$ cat src/rtl/ram_dump_uart.sv
// ram_dump_uart: on halt, takes over the CPU RAM debug port, reads NUM_WORDS
// words from byte address 0 upward and streams each one out on txd as an 8N1
// frame:
//   A5, addr[15:8], addr[7:0], data[31:24..7:0], chk
// chk is the two's complement of the six address/data bytes.
// After the last word, a single 0x5A terminator byte is sent.
// Optional feature macro: RAM_DUMP_SKIP_ZERO_EN -- when defined, all-zero
// words are read but not framed.
module ram_dump_uart #(
    parameter int CLKS_PER_BIT = 868,
    parameter int NUM_WORDS    = 16384,
    parameter int ADDR_W       = 32
) (
    input  logic              clk,
    input  logic              nrst,
    input  logic              halt,
    output logic              override_ctrl,
    output logic [ADDR_W-1:0] iaddr,
    output logic              iren,
    input  logic [31:0]       iload,
    input  logic              iwait,
    output logic              txd,
    output logic              busy,
    output logic              done
);

    localparam int BAUD_W = (CLKS_PER_BIT > 1) ? $clog2(CLKS_PER_BIT) : 1;
    localparam int IDX_W  = (NUM_WORDS > 1) ? $clog2(NUM_WORDS) : 1;
    localparam logic [BAUD_W-1:0] BAUD_LAST = BAUD_W'(CLKS_PER_BIT - 1);
    localparam logic [IDX_W-1:0]  IDX_LAST  = IDX_W'(NUM_WORDS - 1);

    typedef enum logic [3:0] {
        S_IDLE, S_ARM, S_REQ, S_WAIT, S_CHECK, S_SEND, S_NEXT, S_TERM, S_DONE
    } state_t;

    // Two's complement of the address and data bytes (sync byte excluded).
    function automatic logic [7:0] frame_chk(input logic [15:0] a, input logic [31:0] d);
        logic [7:0] s;
        s = a[15:8] + a[7:0] + d[31:24] + d[23:16] + d[15:8] + d[7:0];
        return 8'h00 - s;
    endfunction

    // Byte n (0..7) of the frame for address a and data d.
    function automatic logic [7:0] frame_byte(input logic [3:0] n, input logic [15:0] a,
                                              input logic [31:0] d);
        logic [7:0] b;
        case (n)
            4'd0:    b = 8'hA5;
            4'd1:    b = a[15:8];
            4'd2:    b = a[7:0];
            4'd3:    b = d[31:24];
            4'd4:    b = d[23:16];
            4'd5:    b = d[15:8];
            4'd6:    b = d[7:0];
            4'd7:    b = frame_chk(a, d);
            default: b = 8'h00;
        endcase
        return b;
    endfunction

    state_t             state_r, state_n;
    logic [IDX_W-1:0]   idx_r, idx_n;
    logic [3:0]         bcnt_r, bcnt_n;
    logic [31:0]        data_r, data_n;
    logic [ADDR_W-1:0]  iaddr_r, iaddr_n;
    logic               iren_r, override_r, busy_r, done_r;
    logic               active_n;
    logic [IDX_W+1:0]   byte_addr_s;
    logic [15:0]        frame_addr_s;

    // UART transmitter state; txd_r always holds the bit currently on the line.
    logic               tx_active_r;
    logic [8:0]         tx_shift_r;
    logic [BAUD_W-1:0]  tx_baud_r;
    logic [3:0]         tx_bit_r;
    logic               txd_r;
    logic               tx_bit_end_s, tx_ready_s, tx_start_s;
    logic [7:0]         tx_data_s;

    assign byte_addr_s  = {idx_r, 2'b00};
    assign frame_addr_s = 16'(byte_addr_s);
    assign tx_bit_end_s = tx_active_r && (tx_baud_r == BAUD_LAST);
    // Ready in the last cycle of a stop bit, so the next start bit follows with no gap.
    assign tx_ready_s   = !tx_active_r || (tx_bit_end_s && (tx_bit_r == 4'd9));

    // Serialiser: start bit, 8 data bits LSB first, stop bit, CLKS_PER_BIT cycles each.
    always_ff @(posedge clk or negedge nrst) begin
        if (!nrst) begin
            tx_active_r <= 1'b0;
            tx_shift_r  <= 9'h1FF;
            tx_baud_r   <= '0;
            tx_bit_r    <= 4'd0;
            txd_r       <= 1'b1;
        end else if (tx_start_s) begin
            tx_active_r <= 1'b1;
            tx_shift_r  <= {1'b1, tx_data_s};
            tx_baud_r   <= '0;
            tx_bit_r    <= 4'd0;
            txd_r       <= 1'b0;
        end else if (tx_bit_end_s) begin
            tx_baud_r <= '0;
            if (tx_bit_r == 4'd9) begin
                tx_active_r <= 1'b0;
                txd_r       <= 1'b1;
            end else begin
                tx_bit_r   <= tx_bit_r + 4'd1;
                txd_r      <= tx_shift_r[0];
                tx_shift_r <= {1'b1, tx_shift_r[8:1]};
            end
        end else if (tx_active_r) begin
            tx_baud_r <= tx_baud_r + BAUD_W'(1);
        end
    end

    // Dump sequencer next-state logic; port outputs are derived from the next state.
    always_comb begin
        state_n    = state_r;
        idx_n      = idx_r;
        bcnt_n     = bcnt_r;
        data_n     = data_r;
        tx_start_s = 1'b0;
        tx_data_s  = 8'h00;
        case (state_r)
            S_IDLE: begin
                if (halt) state_n = S_ARM;
                else      state_n = S_IDLE;
            end
            S_ARM:  state_n = S_REQ;
            S_REQ:  state_n = S_WAIT;
            S_WAIT: begin
                if (!iwait) begin
                    data_n  = iload;
                    state_n = S_CHECK;
                end else begin
                    state_n = S_WAIT;
                end
            end
            S_CHECK: begin
                bcnt_n = 4'd0;
`ifdef RAM_DUMP_SKIP_ZERO_EN
                if (data_r == 32'h0000_0000) state_n = S_NEXT;
                else                         state_n = S_SEND;
`else
                state_n = S_SEND;
`endif
            end
            S_SEND: begin
                // After the 8th byte is loaded, wait for its stop bit before leaving.
                if (tx_ready_s) begin
                    if (bcnt_r == 4'd8) begin
                        state_n = S_NEXT;
                    end else begin
                        tx_start_s = 1'b1;
                        tx_data_s  = frame_byte(bcnt_r, frame_addr_s, data_r);
                        bcnt_n     = bcnt_r + 4'd1;
                    end
                end else begin
                    state_n = S_SEND;
                end
            end
            S_NEXT: begin
                bcnt_n = 4'd0;
                if (idx_r == IDX_LAST) begin
                    state_n = S_TERM;
                end else begin
                    idx_n   = idx_r + IDX_W'(1);
                    state_n = S_REQ;
                end
            end
            S_TERM: begin
                if (tx_ready_s) begin
                    if (bcnt_r == 4'd0) begin
                        tx_start_s = 1'b1;
                        tx_data_s  = 8'h5A;
                        bcnt_n     = 4'd1;
                    end else begin
                        state_n = S_DONE;
                    end
                end else begin
                    state_n = S_TERM;
                end
            end
            S_DONE:  state_n = S_DONE;
            default: state_n = S_IDLE;
        endcase
        active_n = (state_n != S_IDLE) && (state_n != S_DONE);
        if (state_n == S_REQ) iaddr_n = ADDR_W'({idx_n, 2'b00});
        else                  iaddr_n = iaddr_r;
    end

    // Sequencer state and registered port outputs.
    always_ff @(posedge clk or negedge nrst) begin
        if (!nrst) begin
            state_r    <= S_IDLE;
            idx_r      <= '0;
            bcnt_r     <= 4'd0;
            data_r     <= 32'h0000_0000;
            iaddr_r    <= '0;
            iren_r     <= 1'b0;
            override_r <= 1'b0;
            busy_r     <= 1'b0;
            done_r     <= 1'b0;
        end else begin
            state_r    <= state_n;
            idx_r      <= idx_n;
            bcnt_r     <= bcnt_n;
            data_r     <= data_n;
            iaddr_r    <= iaddr_n;
            iren_r     <= (state_n == S_REQ);
            override_r <= active_n;
            busy_r     <= active_n;
            done_r     <= (state_n == S_DONE);
        end
    end

    assign override_ctrl = override_r;
    assign iaddr         = iaddr_r;
    assign iren          = iren_r;
    assign txd           = txd_r;
    assign busy          = busy_r;
    assign done          = done_r;

endmodule

$ cat config.mk
export PLATFORM = sky130hd
export DESIGN_NAME = ram_dump_uart
export DESIGN_NICKNAME = d
export VERILOG_FILES = /design/src/rtl/ram_dump_uart.sv
export SDC_FILE = /design/constraint.sdc
export NUM_CORES = 1
export LEC_CHECK = 0
export ABC_AREA = 1
export CORE_ASPECT_RATIO = 0.6
export CORE_MARGIN = 2
export CORE_UTILIZATION = 55
export CTS_BUF_LIST = sky130_fd_sc_hd__clkbuf_4 sky130_fd_sc_hd__clkbuf_8
export CTS_CLUSTER_DIAMETER = 40
export DETAILED_ROUTE_END_ITERATION = 10
export PLACE_DENSITY = 0.79
export RECOVER_POWER = 25
export SYNTH_ARGS = -nofsm -noshare
export SYNTH_HDL_FRONTEND = slang
export SYNTH_SLANG_ARGS = --single-unit
$ cat constraint.sdc
create_clock -name clk -period 7.08 [get_ports clk]
set_input_delay 1.062 -clock clk [delete_from_list [all_inputs] [get_ports clk]]
set_output_delay 1.062 -clock clk [all_outputs]
set_load 0.05 [all_outputs]
* Yosys cells after proc, flatten, opt, wreduce, memory -nomap -nowiden
Index checks and enable logic that the tools add are counted.
** Storage, ports and cells
- Register bits :: 96
- Logic and storage cells :: 109
** Cells by class
- Reductions and logical operators :: 17
- $add $sub $neg :: 10
- Bitwise logic cells :: 1
- Muxes and demuxes :: 41
- Equal/unequal tests :: 27
** Operators by type and width (number)
- 8-bit one-hot mux with 8 select lines :: 1
- 4-bit two-way mux :: 11
- 8-bit adder :: 5
- 4-bit one-hot mux with 9 select lines :: 1
- 4-bit by 3-bit equality test with 1-bit output, second input constant :: 8
- 10-bit two-way mux :: 3
- 14-bit two-way mux :: 2
- 9-bit two-way mux :: 3
- 4-bit by 2-bit equality test with 1-bit output, second input constant :: 5
- 4-bit equality test, second input constant :: 4
- 8-bit two-way mux :: 2
- 8-bit one-hot mux with 2 select lines :: 1
- 14-bit by 1-bit adder with 14-bit output, second input constant :: 1
- 14-bit equality test, second input constant :: 1
- 7-bit two-way mux :: 2
- 4-bit one-hot mux with 3 select lines :: 1
- 1-bit two-way mux :: 11
- 10-bit by 1-bit adder with 10-bit output, second input constant :: 1
- 10-bit equality test, second input constant :: 1
- 2-bit != test, second input constant :: 5
- 4-bit by 1-bit adder with 4-bit output, second input constant :: 2
- 4-bit by 1-bit equality test with 1-bit output, second input constant :: 2
- 4-bit zero test :: 2
- 1-bit by 8-bit subtractor with 8-bit output, first input constant :: 1
- 13 further kinds :: 20

* Logic depth before layout (Yosys ltp)
Gate-level depths: netlist (run 1).
- Depth after elaboration :: 11
- Gate-level depth with buffers :: 22
- Gate-level depth less buffers :: 22

* Worst setup path after synthesis (run 1)
No wires, ideal clock.
- Path type :: register to register
- From :: reg data_r[1]
- To :: reg tx_shift_r[6]
- Cell stages (with the launch flop) :: 18
- Path buffers :: 0
- Required time :: 6.995 ns
- Slack :: 3.327 ns
- Arrival time :: 3.668 ns
- Clock period less this slack :: 3.753 ns
- Cells stage by stage :: dfrtp_1 > fa_1 > inv_1 > fa_1 > inv_1 > fa_1 > fa_1 > inv_1 > ha_1 > fa_1 > nand3_1 > nand3_1 > nand2_1 > nor2_1 > nor3_1 > nor2_1 > nor2_1 > o21ai_0
** Between the ends
- Word-level cells in the longest chain between the ends :: 7
** RTL lines
- from (decl) :: line 64 : logic [31:0] data_r, data_n;
- from (signal assigned) :: line 207 : data_r <= data_n;
- 8-bit adder :: line 39 : s = a[15:8] + a[7:0] + d[31:24] + d[23:16] + d[15:8] + d[7:0];
- 1-bit by 8-bit subtractor with 8-bit output :: line 40 : return 8'h00 - s;
- 8-bit one-hot mux with 8 select lines :: line 47 : case (n)
- 8-bit two-way mux :: line 150 : if (bcnt_r == 4'd8) begin
- 8-bit two-way mux :: line 149 : if (tx_ready_s) begin
- 8-bit one-hot mux with 2 select lines :: line 123 : case (state_r)
- 9-bit two-way mux :: line 94 : end else if (tx_start_s) begin
- to (signal assigned) :: line 96 : tx_shift_r <= {1'b1, tx_data_s};
- to (signal assigned) :: line 108 : tx_shift_r <= {1'b1, tx_shift_r[8:1]};
- to (decl) :: line 73 : logic [8:0] tx_shift_r;
No other way between the ends.
A chain may end at the register's enable or synchronous reset.

* Final worst setup path (run 1)
Same ends and word-level chain as after synthesis.

==> results of run 1 <==
## cells in the mapped netlist (all sizes together) (2+ instances only)
cell | n | share of area
dfstp | 9 | 0.038
ha | 22 | 0.044
xnor2 | 2 | 0.0028
inv | 135 | 0.082
nand3 | 46 | 0.041
o22ai | 6 | 0.0061
nand2 | 170 | 0.10
o31ai | 2 | 0.0024
nor4 | 6 | 0.0061
buf | 28 | 0.032
a22oi | 2 | 0.0024
nand3b | 2 | 0.0024
nand4 | 22 | 0.022
xor2 | 11 | 0.016
nor2 | 68 | 0.046
nor3 | 20 | 0.019
fa | 24 | 0.077
o211ai | 7 | 0.0085
a21oi | 38 | 0.031
a22o | 2 | 0.0028
mux2 | 15 | 0.027
clkbuf | 4 | 0.0024
o21ai | 37 | 0.030
dfrtp | 86 | 0.35
## final cells by class
type                    instances  area (µm²)  share of cell area
inverters                     135         507              0.0724
clock inverters                 6        91.3              0.0130
clock buffers                  10         138              0.0197
multi-input cells             526        3160               0.451
well taps                     139         174              0.0248
flip-flops and latches         95        2390               0.341
repair buffers                 56         549              0.0784
## power by group through the flow
stage | clock network [mW] | logic [mW] | registers (mW)
floorplan | 0 | 0.0287 | 0.553
detailed placement | 0 | 0.0519 | 0.553
CTS | 0.423 | 0.0521 | 0.542
global route | 0.446 | 0.0552 | 0.543
finish | 0.416 | 0.0509 | 0.542
global placement | 0 | 0.0513 | 0.553
## through the flow
stage               worst slack (ps)  total power [mW]  cell area (µm²)  hold WS, ps  std cells
floorplan                       3330             0.582             6260          445        788
global placement                3180             0.604             6780          457        951
detailed placement              3080             0.605             6780          459        951
CTS                             3020              1.02             7010          474        967
global route                    2790              1.04             7000          495        967
finish                          2980              1.01             7000          473        967
## layer usage
metal  GRT usage  up-vias  share of wire
met1       0.375     2570           0.46
met5           0        -              0
met2       0.401      235           0.44
li1            -     2536              -
met3      0.0790       18          0.094
met4      0.0636        0         0.0083
## worst register-to-register path, cell delays in order, from the launching register on
cell and delay [ps]:
dfrtp_1 430, fa_1 550, inv_1 50, fa_1 490
inv_1 60, fa_1 440, fa_1 510, inv_1 40
ha_1 230, fa_1 420, nand3_1 120, nand3_1 80
nand2_1 70, nor2_1 40, nor3_1 250, nor2_1 70
nor2_1 80, o21ai_0 80
## kinds of logic (layout without fill, tap and decap cells)
logic type | count (synthesis) | after routing
other | 1 | 18
adder cells (fa/ha/maj) | 46 | 46
multiplexers | 15 | 15
AND/OR/NAND/NOR | 336 | 336
AO/OA/AOI/OAI | 98 | 98
XOR/XNOR | 13 | 13
buffers and inverters | 167 | 207
flip-flops | 95 | 95
## flip-flops by register name (all words and copies together), names as in the netlist, 4 cells and up
| register | flops |
|---|---|
| data_r | 32 |
| iaddr | 14 |
| idx_r | 14 |
| tx_baud_r | 10 |
| tx_shift_r | 8 |
| bcnt_r | 4 |
| state_r | 4 |
| tx_bit_r | 4 |
## how the worst min path moves through the flow
| stage | to | slack (ps) | cells after the start |
|---|---|---|---|
| 2_1_floorplan | tx_shift_r[1] | 450 | 2 |
| 3_3_place_gp | tx_shift_r[1] | 460 | 2 |
| 3_5_place_dp | tx_shift_r[1] | 460 | 2 |
| 4_1_cts | tx_shift_r[1] | 470 | 2 |
| 5_1_grt | tx_shift_r[1] | 490 | 2 |
| 6_report | tx_shift_r[1] | 470 | 2 |
==> flow_metrics.tcl, run 1 <==
set metrics [dict create \
    io_buffers 54 \
    drive_above_1_share 0.0749 \
    final_cell_mix "nand2_1, inv_1, dfrtp_1, nor2_1, clkdlybuf4s50_1" \
    final.setup_skew_ps 11.5 \
    hpwl_mm 11.7 \
    path_buf_inv 3 \
    n_antenna_cell 0 \
    cpMostUsedCell "fa_1" \
    via_per_inst 5.54 \
    grtUsageTotal 0.263 \
    cts_root_buf "clkbuf_8" \
    ir_drop_mv 0.0843 \
    clkPwrFrac 0.412 \
    fmax_mhz 244 \
    wirelength_mm 15.2 \
    critPathSlowestCell "fa_1" \
    timing.critical_path.max_delay_family "adder cells" \
    outcome "finished, violations left" \
    die_width_um 141 \
    vias 5359 \
    ys_ff_latch 95 \
    synth-compound-area-share 0.0882 \
    power.density_nw_per_um2 144 \
    cts_made_buffers 9 \
    synth_cell_types 44 \
    antenna_found_initial 0 \
    ant_nets 0 \
    drt-initial-drc-count 513 \
    end_kind "register" \
    grt_max_degree 52 \
    grt_pass1_vias 5103 \
    final_common_cell "nand2_1" \
    fin_util 0.650 \
    maxCapViolCount 1 \
    hold_viol_final 0 \
    grt_pass1_wl_mm 25.0 \
    die_y_um 86.2 \
    crit_fanout 3 \
    net-switching-power_uw 239 \
    intPower_uw 770 \
    worstSetupPathType "reg2reg" \
    combPwrFrac 0.050 \
    synthFlopType "dfrtp_1" \
    yosys_warnings 0 \
    start_util 0.575 \
    p_seq_frac 0.538 \
    yosysSeqAreaShare 0.385 \
    min_path_type "reg2reg" \
    cts_resized 0 \
    muxShareOfSynthArea 0.0272 \
    core_area_um2 10800 \
    die-area_um2 12200 \
    cp.depth 17 \
    rr_endpoint "tx_shift_r[6]" \
    gp_congestion 0.953 \
    area_growth_pct 13.0 \
    crit_end "tx_shift_r[6]" \
    hold_start "tx_shift_r[1]" \
    synth_cells 771 \
    timing.final.crit_share 0.579 \
    wire_per_inst_um 15.7 \
    synth_xor_area_frac 0.0184 \
    htreeDepth 3 \
    synth_adder_area_share 0.122 \
    worstSkewPairLatency_ps 380 \
    switching_share 0.237 \
    synth.avg_cell_area_um2 8.04 \
    worst-slew-pin-transition_ps 2380 \
    r2r_start "data_r[1]" \
    critPathLaunchType "register" \
    grt_overflow 0 \
    cts.sinks 95 \
    cts_tree "done" \
    fin_setup_tns_ps 0 \
    critPathArrivalTime_ps 4400 \
    slew-limit-headroom -0.587 \
    violations "capacitance limit, slew limit" \
    ios 73 \
    clock_path_buffers 2 \
    final_nets 905 \
    leakage_nw 3.50 \
    async_flop_share 1.00 \
    synth_top_family_by_area "simple AND/OR/NAND/NOR gates" \
    finalMaxSlewViolations 46 \
    startpoint "data_r[1]" \
    final-setup-viol-count 0 \
    reg2reg_setup_slack_ps 2980 \
    synthSimpleGateAreaFrac 0.242 \
    rsz0062_at_grt "no" \
    rr_worst_depth 17 \
    post_cts_buffers 0 \
    syn-cell-area_um2 6200 \
    required_ps 7380 \
    holdBufCountCts 0 \
    post-route-drc-count 0 \
    fillCellCount 896 \
    finalCriticalPeriod_ps 4100 \
    synth_edf_count 0 \
    max_stage_delay_ps 550 \
    clk_pin_slew_ps 100 \
    firstDrtPassIters 6 \
    cp_cell_sequence "fa_1, inv_1, fa_1, inv_1, fa_1, fa_1, inv_1, ha_1, fa_1, nand3_1, nand3_1, nand2_1, nor2_1, nor3_1, nor2_1, nor2_1, o21ai_0" \
    rows 29 \
]
No activity file was read; power rests on OpenSTA's default activity.
==> run 2, diff against run 1 <==
Clock period 7.08 ns to 4.1 ns, I/O delays scaled along.
==> flow_metrics.tcl, run 2 (same netlist as run 1, synthesis figures left out) <==
set metrics [dict create \
    placed_area_um2 6810 \
    grt_pass1_wl_mm 25.3 \
    ios 73 \
    clock_path_buffers 2 \
    grt_overflow 0 \
    use_met1 0.383 \
    hold_end "tx_shift_r[1]" \
    hold_viol_final 0 \
    maxCapViolCount 1 \
    start_util 0.575 \
    final-setup-viol-count 0 \
    wirelength_mm 15.4 \
    cts_made_buffers 9 \
    hpwl_mm 11.9 \
    vias 5436 \
    final.setup_skew_ps 14.5 \
    die_y_um 86.2 \
    antenna_found_initial 0 \
    regMostFlops "data_r" \
    final_cell_mix "nand2_1, inv_1, dfrtp_1, nor2_1, clkdlybuf4s50_1" \
    cts.sinks 95 \
    rows 29 \
    worst_hold_slack_ps 483 \
    area_growth_pct 12.9 \
    rr_endpoint "tx_shift_r[4]" \
    ant_nets 0 \
    leakage_nw 3.49 \
    die_width_um 141 \
    hold_start "tx_shift_r[1]" \
    finalMaxSlewViolations 45 \
    clk_pin_slew_ps 100 \
    slew-limit-headroom -0.571 \
    max_stage_delay_ps 550 \
    outcome "finished, violations left" \
    critPathArrivalTime_ps 4210 \
    worstSkewPairLatency_ps 380 \
    grt_pass1_vias 5146 \
    htreeDepth 3 \
    crit_fanout 3 \
    wire_per_inst_um 15.8 \
    cpMostUsedCell "fa_1" \
    min_path_type "reg2reg" \
    grt_max_degree 50 \
    timing.final.crit_share 0.954 \
    core_area_um2 10800 \
    worst-slew-pin-transition_ps 2360 \
    post-route-drc-count 0 \
    power.density_nw_per_um2 234 \
    fillCellCount 921 \
    cts_tree "done" \
    required_ps 4400 \
    violations "capacitance limit, slew limit" \
    area.sequential_um2 2390 \
    n_antenna_cell 0 \
    drt-initial-drc-count 477 \
    r2r_start "data_r[1]" \
    stdcell_area_um2 7000 \
    path_buf_inv 3 \
    dp_cells 955 \
    met3_usage 0.0862 \
    rr_worst_depth 15 \
    grtUsageTotal 0.268 \
    io_buffers 54 \
    timing.critical_path.max_delay_family "adder cells" \
    reg2reg_setup_slack_ps 190 \
    fmax_mhz 256 \
    multiInputGateArea_um2 3160 \
    post_layout_nonfiller_instances 972 \
    end_kind "register" \
    finalCriticalPeriod_ps 3910 \
    worstSetupPathType "reg2reg" \
    ir_drop_mv 0.141 \
    final_nets 910 \
    cts_root_buf "clkbuf_8" \
    drive_above_1_share 0.0816 \
    largest_reg_flops 32 \
    power_mw 1.64 \
    via_per_inst 5.59 \
    grt_use_met2 0.401 \
    gp_congestion 0.939 \
    cp_cell_sequence "fa_1, inv_1, fa_1, inv_1, fa_1, fa_1, inv_1, ha_2, fa_2, nor2_1, nor3b_1, nor2_1, nand2_1, a21oi_1, o22ai_1" \
    firstDrtPassIters 6 \
    gr-max-usage-layer "met2" \
    final_common_cell "nand2_1" \
    die-area_um2 12200 \
    worstHoldPathCells 2 \
    critPathSlowestCell "fa_1" \
    critPathLaunchType "register" \
]
## run 2: timing repair
action / CTS / global route
endpoints found under the setup margin: 0 / 3
buffers inserted: 0 / 1
endpoints found under the hold margin: 0 / 0
hold buffers: 0 / 0
gates resized for setup: 0 / 2
## run 2: power breakdown
part	total, mW	switching [mW]	internal, mW
logic	0.0882	0.0588	0.0293
clock network	0.612	0.379	0.233
registers	0.937	0	0.937
total	1.64	0.438	1.20
## run 2: how the worst max path moves through the flow
stage,start,end,cells past startpoint
after floorplan,data_r[1],tx_shift_r[6],17
after global placement,data_r[1],tx_shift_r[6],17
after detailed placement,data_r[1],tx_shift_r[6],17
after CTS,data_r[1],tx_shift_r[6],17
after global routing,data_r[1],tx_shift_r[6],17
final,data_r[1],tx_shift_r[4],15
## run 2: final cells by class
type	count	area share
clock buffers	9	0.0177
flip-flops and latches	95	0.341
well taps	139	0.0249
repair buffers	61	0.0833
clock inverters	7	0.00876
inverters	135	0.0724
multi-input cells	526	0.452
## run 2: through the flow
step / utilization / TNS, ps / worst slack, ps
final: 0.649 / 0 / 189
after global placement: 0.632 / 0 / 203
after global routing: 0.649 / -7.01 / -7.01
after CTS: 0.649 / 0 / 69.1
after floorplan: - / 0 / 347
after detailed placement: 0.632 / 0 / 98.5
## run 2: tightest hold or removal path, stage by stage (launching register included)
cell     delay, ps
dfstp_2        390
nand2_1         50
nand2_1         50
## run 2: layer usage
layer | up-vias | wire length (µm)
met3 | 34 | 1780
met5 | - | 0
met1 | 2556 | 6790
met4 | 0 | 272
met2 | 288 | 6520
li1 | 2558 | -
==> run 3, diff against run 2 <==
Settings changed: CTS_CLUSTER_DIAMETER 40 to 60, PLACE_DENSITY 0.79 to default, PLACE_DENSITY_LB_ADDON from default to 0.3.
==> flow_metrics.tcl, run 3 (same netlist as run 1, synthesis figures left out) <==
set metrics [dict create \
    regMostFlops "data_r" \
    cts_made_buffers 9 \
    gp_congestion 0.959 \
    leakage_nw 3.49 \
    rr_worst_depth 17 \
    worstSetupPathType "reg2reg" \
    htreeDepth 3 \
    p_seq_frac 0.579 \
    area.sequential_um2 2390 \
    switching_share 0.255 \
    critPathArrivalTime_ps 4170 \
    critPathLaunchType "register" \
    via_per_inst 5.49 \
    startpoint "data_r[1]" \
    end_kind "register" \
    clock_path_buffers 2 \
    drive_above_1_share 0.0852 \
    cts.sinks 95 \
    maxCapViolCount 2 \
    grt_overflow 0 \
    hold_viol_final 0 \
    finalMaxSlewViolations 62 \
    die-area_um2 12200 \
    grt_use_met2 0.406 \
    start_util 0.575 \
    combPwrFrac 0.055 \
    power_mw 1.62 \
    grt_max_degree 50 \
    core_area_um2 10800 \
    intPower_mw 1.21 \
    antenna_found_initial 0 \
    holdBufCountCts 0 \
    worst-slew-pin-transition_ps 1680 \
    cts_tree "done" \
    required_ps 4400 \
    grtUsageTotal 0.269 \
    gr-max-usage-layer "met1" \
    clkPwrFrac 0.366 \
    ant_nets 0 \
    die_width_um 141 \
    rr_endpoint "tx_shift_r[6]" \
    critPathSlowestCell "fa_1" \
    multiInputGateArea_um2 3170 \
    area_growth_pct 13.0 \
    slew-limit-headroom -0.122 \
    worstSkewPairLatency_ps 380 \
    largest_reg_flops 32 \
    io_buffers 54 \
    firstDrtPassIters 5 \
    placed_area_um2 6810 \
    final_nets 910 \
    crit_fanout 3 \
    die_y_um 86.2 \
    min_path_type "reg2reg" \
    ios 73 \
    grt_pass1_wl_mm 25.5 \
    met3_usage 0.0470 \
    ir_drop_mv 0.151 \
    finalCriticalPeriod_ps 3880 \
    outcome "finished, violations left" \
    final-setup-viol-count 0 \
    use_met1 0.410 \
    final_common_cell "nand2_1" \
    fillCellCount 931 \
    r2r_start "data_r[1]" \
    wire_per_inst_um 15.9 \
    net-switching-power_uw 412 \
    stdcell_area_um2 7000 \
    wirelength_mm 15.4 \
    n_antenna_cell 0 \
    rsz0062_at_grt "no" \
    timing.final.crit_share 0.945 \
    cts_root_buf "clkbuf_8" \
    grt_pass1_vias 5130 \
    crit_end "tx_shift_r[6]" \
    power.density_nw_per_um2 231 \
    clk_pin_slew_ps 90 \
    rows 29 \
    reg2reg_setup_slack_ps 220 \
    violations "capacitance limit, slew limit" \
    max_stage_delay_ps 550 \
    vias 5335 \
    hpwl_mm 12.1 \
    fin_setup_tns_ps 0 \
    final_cell_mix "nand2_1, inv_1, dfrtp_1, nor2_1, clkdlybuf4s50_1" \
    cp_cell_sequence "fa_1, inv_1, fa_2, inv_1, fa_2, fa_1, inv_1, ha_2, fa_2, nand3_2, nand3_1, nand2_1, nor2_1, nor3_1, nor2_1, nor2_1, o21ai_0" \
    drt-initial-drc-count 620 \
    fmax_mhz 258 \
    post-route-drc-count 0 \
    final.setup_skew_ps 12.0 \
]
[run 3: cell count changes in the layout (fill, tap and decap cells not counted)]
cell and change:
inv_8 -1, nand3_2 +1, nand3_1 -1, clkbuf_8 +1, fa_2 +2, clkinvlp_4 -1, clkinv_2 +2, clkinv_4 +2
inv_6 -3, fa_1 -2
[run 3: repair_timing]
item | 4_1_cts | 5_1_grt
setup buffers | 0 | 1
hold endpoints to repair | 0 | 0
setup endpoints to repair | 0 | 2
gates resized for setup | 0 | 5
[run 3: per-stage QoR]
stage                     hold WS [ps]  setup WS [ps]  instances  utilization
after floorplan                    319            347        788            -
after global placement             457            209        955        0.632
after detailed placement           458            121        955        0.632
after CTS                          158           86.1        971        0.649
after global routing               502           13.8        972        0.650
final                              476            224        972        0.650
[run 3: critical path, delay by kind of cell, from the launching register on]
kind | cells | cell delay, ps
adder cells (fa/ha/maj) | 6 | 2580
flip-flops | 1 | 430
buffers and inverters | 3 | 150
AND/OR/NAND/NOR | 7 | 570
AO/OA/AOI/OAI | 1 | 80
[run 3: how the worst min path moves through the flow]
stage             startpoint            end  slack (ps)  cells past startpoint
2_1_floorplan           nrst      bcnt_r[0]         320                      0
4_1_cts                 nrst     data_r[17]         160                      1
3_5_place_dp   tx_shift_r[3]  tx_shift_r[3]         460                      2
5_1_grt        tx_shift_r[1]  tx_shift_r[1]         500                      2
3_3_place_gp   tx_shift_r[1]  tx_shift_r[1]         460                      2
6_report       tx_shift_r[1]  tx_shift_r[1]         480                      2
[run 3: power by group through the flow]
stage / clock network [mW] / logic [mW] / registers (mW)
CTS: 0.606 / 0.0917 / 0.937
global placement: 0 / 0.0890 / 0.955
global route: 0.646 / 0.0969 / 0.937
floorplan: 0 / 0.0495 / 0.955
detailed placement: 0 / 0.0913 / 0.955
finish: 0.592 / 0.0891 / 0.937
[run 3: final cells by class]
cell class                      count  share of cell area
Tap cell                          139              0.0248
Multi-Input combinational cell    526               0.453
Clock inverter                      6             0.00625
Inverter                          135              0.0723
Sequential cell                    95               0.341
Clock buffer                       10              0.0196
Timing Repair Buffer               61              0.0832
[run 3: layer usage]
layer  wire, µm  vias up
li1           -     2550
met1       7250     2518
met2       6600      246
met3       1430       21
met4        170        0
met5          0        -
